### src/rtl/nsnr_flag_bank.sv
// Bank of independent active-low set/reset flags with optional input synchronisers,
// edge or level triggering, per-channel change pulses and a sticky interrupt.
module nsnr_flag_bank #(
    parameter int WIDTH = 8,
    parameter int SYNC  = 2,
    parameter int MODE  = 0,
    parameter int EDGE  = 0
) (
    input  logic             ck,
    input  logic             rst,
    input  logic [WIDTH-1:0] nset,
    input  logic [WIDTH-1:0] nrst,
    input  logic [WIDTH-1:0] clr,
    input  logic             ack,
    output logic [WIDTH-1:0] q,
    output logic [WIDTH-1:0] nq,
    output logic [WIDTH-1:0] chg,
    output logic             irq
);

    logic [WIDTH-1:0] nset_sync;
    logic [WIDTH-1:0] nrst_sync;
    logic [WIDTH-1:0] s;
    logic [WIDTH-1:0] r;
    logic [WIDTH-1:0] q_next;

    // Synchroniser stages idle high so a reset looks like "no request" to the flags.
    if (SYNC == 0) begin : g_nosync
        assign nset_sync = nset;
        assign nrst_sync = nrst;
    end else begin : g_sync
        logic [WIDTH-1:0] set_pipe [SYNC];
        logic [WIDTH-1:0] rst_pipe [SYNC];

        always_ff @(posedge ck) begin
            if (rst) begin
                for (int i = 0; i < SYNC; i++) begin
                    set_pipe[i] <= '1;
                    rst_pipe[i] <= '1;
                end
            end else begin
                set_pipe[0] <= nset;
                rst_pipe[0] <= nrst;
                for (int i = 1; i < SYNC; i++) begin
                    set_pipe[i] <= set_pipe[i-1];
                    rst_pipe[i] <= rst_pipe[i-1];
                end
            end
        end

        assign nset_sync = set_pipe[SYNC-1];
        assign nrst_sync = rst_pipe[SYNC-1];
    end

    if (EDGE == 1) begin : g_edge
        logic [WIDTH-1:0] prev_nset;
        logic [WIDTH-1:0] prev_nrst;

        always_ff @(posedge ck) begin
            if (rst) begin
                prev_nset <= '1;
                prev_nrst <= '1;
            end else begin
                prev_nset <= nset_sync;
                prev_nrst <= nrst_sync;
            end
        end

        assign s = prev_nset & ~nset_sync;
        assign r = prev_nrst & ~nrst_sync;
    end else begin : g_level
        assign s = ~nset_sync;
        assign r = ~nrst_sync;
    end

    // Clear beats everything; a simultaneous set and reset is resolved by MODE.
    always_comb begin
        q_next = q;
        for (int i = 0; i < WIDTH; i++) begin
            if (clr[i]) begin
                q_next[i] = 1'b0;
            end else if (s[i] && r[i]) begin
                if (MODE == 0) begin
                    q_next[i] = 1'b0;
                end else if (MODE == 1) begin
                    q_next[i] = 1'b1;
                end
            end else if (s[i]) begin
                q_next[i] = 1'b1;
            end else if (r[i]) begin
                q_next[i] = 1'b0;
            end
        end
    end

    always_ff @(posedge ck) begin
        if (rst) begin
            q   <= '0;
            chg <= '0;
            irq <= 1'b0;
        end else begin
            q   <= q_next;
            chg <= q_next ^ q;
            if (|(q_next ^ q)) begin
                irq <= 1'b1;
            end else if (ack) begin
                irq <= 1'b0;
            end
        end
    end

    assign nq = ~q;

endmodule

### config.mk
export PLATFORM = sky130hd
export DESIGN_NAME = nsnr_flag_bank
export DESIGN_NICKNAME = d
export VERILOG_FILES = /design/src/rtl/nsnr_flag_bank.sv
export SDC_FILE = /design/constraint.sdc
export NUM_CORES = 1
export LEC_CHECK = 0
export CAP_MARGIN = 5
export CORE_MARGIN = 3
export CORE_UTILIZATION = 44
export DETAILED_ROUTE_END_ITERATION = 8
export PLACE_DENSITY = 0.75
export SLEW_MARGIN = 20
export SYNTH_ARGS = -nofsm -noshare
export SYNTH_HDL_FRONTEND = slang
export SYNTH_SLANG_ARGS = --single-unit
### constraint.sdc
create_clock -name ck -period 1.5 [get_ports ck]
set_input_delay 0.3 -clock ck [delete_from_list [all_inputs] [get_ports ck]]
set_output_delay 0.3 -clock ck [all_outputs]
set_load 0.03 [all_outputs]
Word-level counts from Yosys, hierarchy flattened. Memory sizes are Yosys's and may differ from the RTL's. Index checks and enable logic that the tools add are counted.

Register bits after elaboration: 17. Memory bits (writable): 32. Bits of input ports: 27. Output and inout port bits: 25. Word-level logic and storage cells: 64. Memories kept: 2.

Memories: g_sync.rst_pipe (depth 2, width 8, rd ports 2, clocked after Yosys merged registers in 0, wr ports 2, line 33) `logic [WIDTH-1:0] rst_pipe [SYNC];`; g_sync.set_pipe (depth 2, width 8, rd ports 2, clocked after Yosys merged registers in 0, wr ports 2, line 32) `logic [WIDTH-1:0] set_pipe [SYNC];`.

Multiplexer cells: 41. Bitwise logic cells: 8. Reduce and logical (&&, ||, !) cells: 10.

Operators by type and width (count): two-way mux 1 bit (37); two-way mux 8 bit (4); inverter 8 bit (3); logical AND 1 bit (8); OR reduction 8 bit (1); bitwise XOR 8 bit (1); bitwise OR 1 bit (4); nonzero test 2 bit (1).

Logic depth before layout (Yosys ltp).
Depth after elaboration: 8. Gate-level depth with buffers: 4. Mapped depth without buffers: 4.

Worst setup path after synthesis. Ideal clock, no wire load.

Kind: reg2reg. Start: reg q[7]. End: reg q[7]. Library setup time: 115 ps. Arrival: 1098 ps. Required time: 1385 ps. Setup slack: 288 ps. Stages on the path, launching flop included: 3. Path buffers: 0. Period minus slack after synthesis: 1212 ps. Cells stage by stage: dfxtp_1 > inv_1 > a2111oi_0.

Word-level cells in the longest chain between the ends: 4.

RTL lines: start, declared (line 15) `output logic [WIDTH-1:0] q,`; start signal, assigned (line 102) `q <= q_next;`; two-way mux 1 bit (line 90) `end else if (r[i]) begin`; two-way mux 1 bit (line 88) `end else if (s[i]) begin`; two-way mux 1 bit (line 82) `end else if (s[i] && r[i]) begin`; two-way mux 1 bit (line 80) `if (clr[i]) begin`.

No other way between the ends. A chain may end at the register's enable or synchronous reset.

Final worst setup path.
Start: reg q[5]. End: out q[5].

No word-level cell between the ends.

==> key figures <==
Status
  • Status: finished clean

Layout
  • Commonest non-fill, non-tap cell in the layout: dfxtp_1
  • Share of layout cells above drive strength 1: 29.06%
  • Most frequent cells in the layout: dfxtp_1 (45), or2_2 (32), clkdlybuf4s50_1 (26)
  • Post-route cell area: 2125 um2
  • Ant diodes: 0
  • FILL cells: 278
  • Area delta synth->final: 37.16%
  • Final net count: 229

Die
  • Core Rows: 20
  • Die X-Extent: 65.34 um
  • Die area: 4269 um2
  • Die Y: 65.34 um
  • Initial Utilization: 48.36%
  • Core ar.: 3203 um2
  • I/O pins: 52

CTS
  • TritonCTS clock tree: built
  • Clock Pin Slew Worst Setup and Hold Paths: 0.12 ns
  • Num CTS Buffers: 5
  • Skew-Pair Late Insertion Delay: 0.34 ns
  • Htree depth: 2
  • Setup Fix Bufs, Post-CTS: 0
  • Clk sinks: 49
  • Bufs on Longest Clock Path: 2
  • Root Buffer: clkbuf_4
  • Cts hold-fix bufs: 0

Detailed routing
  • Vias per cell: 4.449
  • Drt drc: 0
  • Drt pass-1 iters: 4
  • DR iter-0 viols: 34
  • DR top layer: met4
  • Final ANT Viol Nets: 0
  • Post-DR wirelength/cell: 10.69 um
  • DR WL met3: 202 um
  • Met1 wire length: 1102 um
  • Met2 wire length: 1303 um
  • Routed WL: 2641 um
  • Via count: 1,099

Setup path
  • Setup Crit Path Kind: flip-flop to output port
  • CP Max Fanout: 4
  • Buf/Inv on CP: 1
  • Cell Chain, Critical Path: dlygate4sd2_1
  • R2R cell count: 4
  • Critical-path top delay cell: dlygate4sd2_1
  • Crit. End Element: output port
  • CP startpoint kind: flip-flop
  • Cell family with most CP delay: buffers and inverters
  • Worst path max stage delay: 0.42 ns
  • WP depth: 1
  • Critical path required time: 1.20 ns
  • CP arrival: 1.15 ns

STA
  • Final Max Slew Viols: 0
  • Worst slew margin: 73.96%
  • Setup Skew: 0.003844 ns
  • Setup Viol. Count Final: 0
  • Final Cycle Share: 96.70%
  • Final setup margin: 0.04955 ns
  • Final hold vios: 0
  • Min Tclk post-route: 1.450 ns
  • Peak Freq: 689.4 MHz
  • RSZ-0062 raised after global routing: no
  • Worst Tran Pin Value: 0.3807 ns

Global routing
  • Initial antenna violation count: 0
  • Vias in the first global route: 1,054
  • Grt ovf: 0
  • Global-route wire length before repair: 4353 um
  • GRT Total Usage: 13.52%
  • Largest net degree at the start of global routing: 50

Place
  • Port Buffers: 51
  • DP Area: 2128 um2
  • Pre-CTS WS: -0.1016 ns
  • Final RePlAce weighted congestion: 0.7293
  • Hpwl dp: 2017 um

Logic synthesis
  • Mapped Area: 1549 um2
  • Synthesized Nets: 173
  • Synth async-reset ratio: 0%
  • Mapped Cells: 146
  • Syn Area/Cell: 10.61 um2
  • Ys Warns: 0
  • Synth cell types: 20
  • Number of synthesized register bits: 49
  • Post-synth EDFFs: 0
  • Sequential area share after synthesis: 63.33%
  • Most used DFF post-synth: dfxtp_1

Power
  • Leak Pwr: 0.0009213 uW
  • P per Cell Area: 1011 nW/um2
  • Peak supply drop: 642.8 uV
  • Total Power: 2148 uW

Hold path
  • Hold path depth: 1
  • Min-Delay Path Class: flip-flop to flip-flop

Job
  • Number of max-cap violations: 0
## layout make-up
type	instances	area, um2	area share, %
sequential	49	985.9	46.41
multi-input combinational	80	501.7	23.62
inverter	12	45.04	2.120
timing repair buffer	54	488.0	22.97
clock buffer	8	48.80	2.297
tap	44	55.05	2.591
## logic make-up (layout without fill, tap and decap cells)
logic type | count (synthesis) | count (layout) | synth area share [%]
AOI/OAI and AO/OA | 12 | 12 | 4.927
buffers and inverters | 17 | 74 | 4.281
DFF | 49 | 49 | 63.33
muxes | 6 | 6 | 3.877
and+or+nand+nor | 62 | 62 | 23.59
## worst reg2reg max path, stage by stage, from the launching register on
cell	delay, ns
dfxtp_1	0.32
nor2b_1	0.18
mux2i_1	0.28
and4_1	0.23
a31oi_1	0.08
## routing by layer
metal | vias to the layer above | global-route usage, %
met1 | 486 | 13.62
met3 | 4 | 5.299
li1 | 574 | -
met2 | 35 | 23.64
met4 | 0 | 7.513
met5 | - | 0
## flip-flops by register name, indices dropped and copies added, names as in the netlist
name,flops
chg,8
g_sync.rst_pipe,16
g_sync.set_pipe,16
irq,1
q,8
## synth_stat cells, types with 2 or more instances
| library cell | instances | area [um2] |
|---|---|---|
| nor2b_2 | 3 | 26.28 |
| nand2b_1 | 2 | 12.51 |
| or2_2 | 32 | 200.2 |
| a211oi_1 | 2 | 15.01 |
| o21ai_0 | 2 | 10.01 |
| inv_1 | 12 | 45.04 |
| nor2_1 | 16 | 60.06 |
| a21oi_1 | 5 | 25.02 |
| nor2b_1 | 3 | 18.77 |
| dfxtp_1 | 49 | 980.9 |
| buf_2 | 2 | 10.01 |
| clkbuf_1 | 3 | 11.26 |
| mux2i_1 | 6 | 60.06 |
| and2_1 | 3 | 18.77 |
## what timing repair did
| action | in CTS | in global routing |
|---|---|---|
| pin swaps | 0 | 0 |
| gates resized for setup | 32 | 21 |
| endpoints found under the hold margin | 0 | 0 |
| endpoints found under the setup margin | 25 | 15 |
| cloned | 0 | 0 |
## per-stage QoR
step | TNS [ns] | utilization [%] | hold slack (ns) | cells
global route | 0 | 66.33 | 0.4329 | 247
finish | 0 | 66.33 | 0.4167 | 247
CTS | 0 | 67.27 | 0.4223 | 247
floorplan | 0 | - | 0.3879 | 146
detailed placement | -0.1016 | 66.45 | 0.3932 | 239
global placement | -0.09131 | 66.45 | 0.3900 | 239
## where the power goes
| part | switching, uW | internal, uW | leakage [uW] |
|---|---|---|---|
| sequential | 18.1 | 1350 | 0.000406 |
| clock | 354 | 187 | 0.0000265 |
| combinational | 99.4 | 134 | 0.000489 |
| total | 472 | 1680 | 0.000921 |
## worst paths after layout
path / from / to / slack, ns
hold reg to reg: g_sync.rst_pipe[0][3] / g_sync.rst_pipe[0][11] / 0.42
setup / recovery: q[5] / q[5] / 0.05
setup reg to reg: g_sync.rst_pipe[0][10] / irq / 0.31
hold / removal: g_sync.rst_pipe[0][3] / g_sync.rst_pipe[0][11] / 0.42
Power figures use the tool's default switching activity.
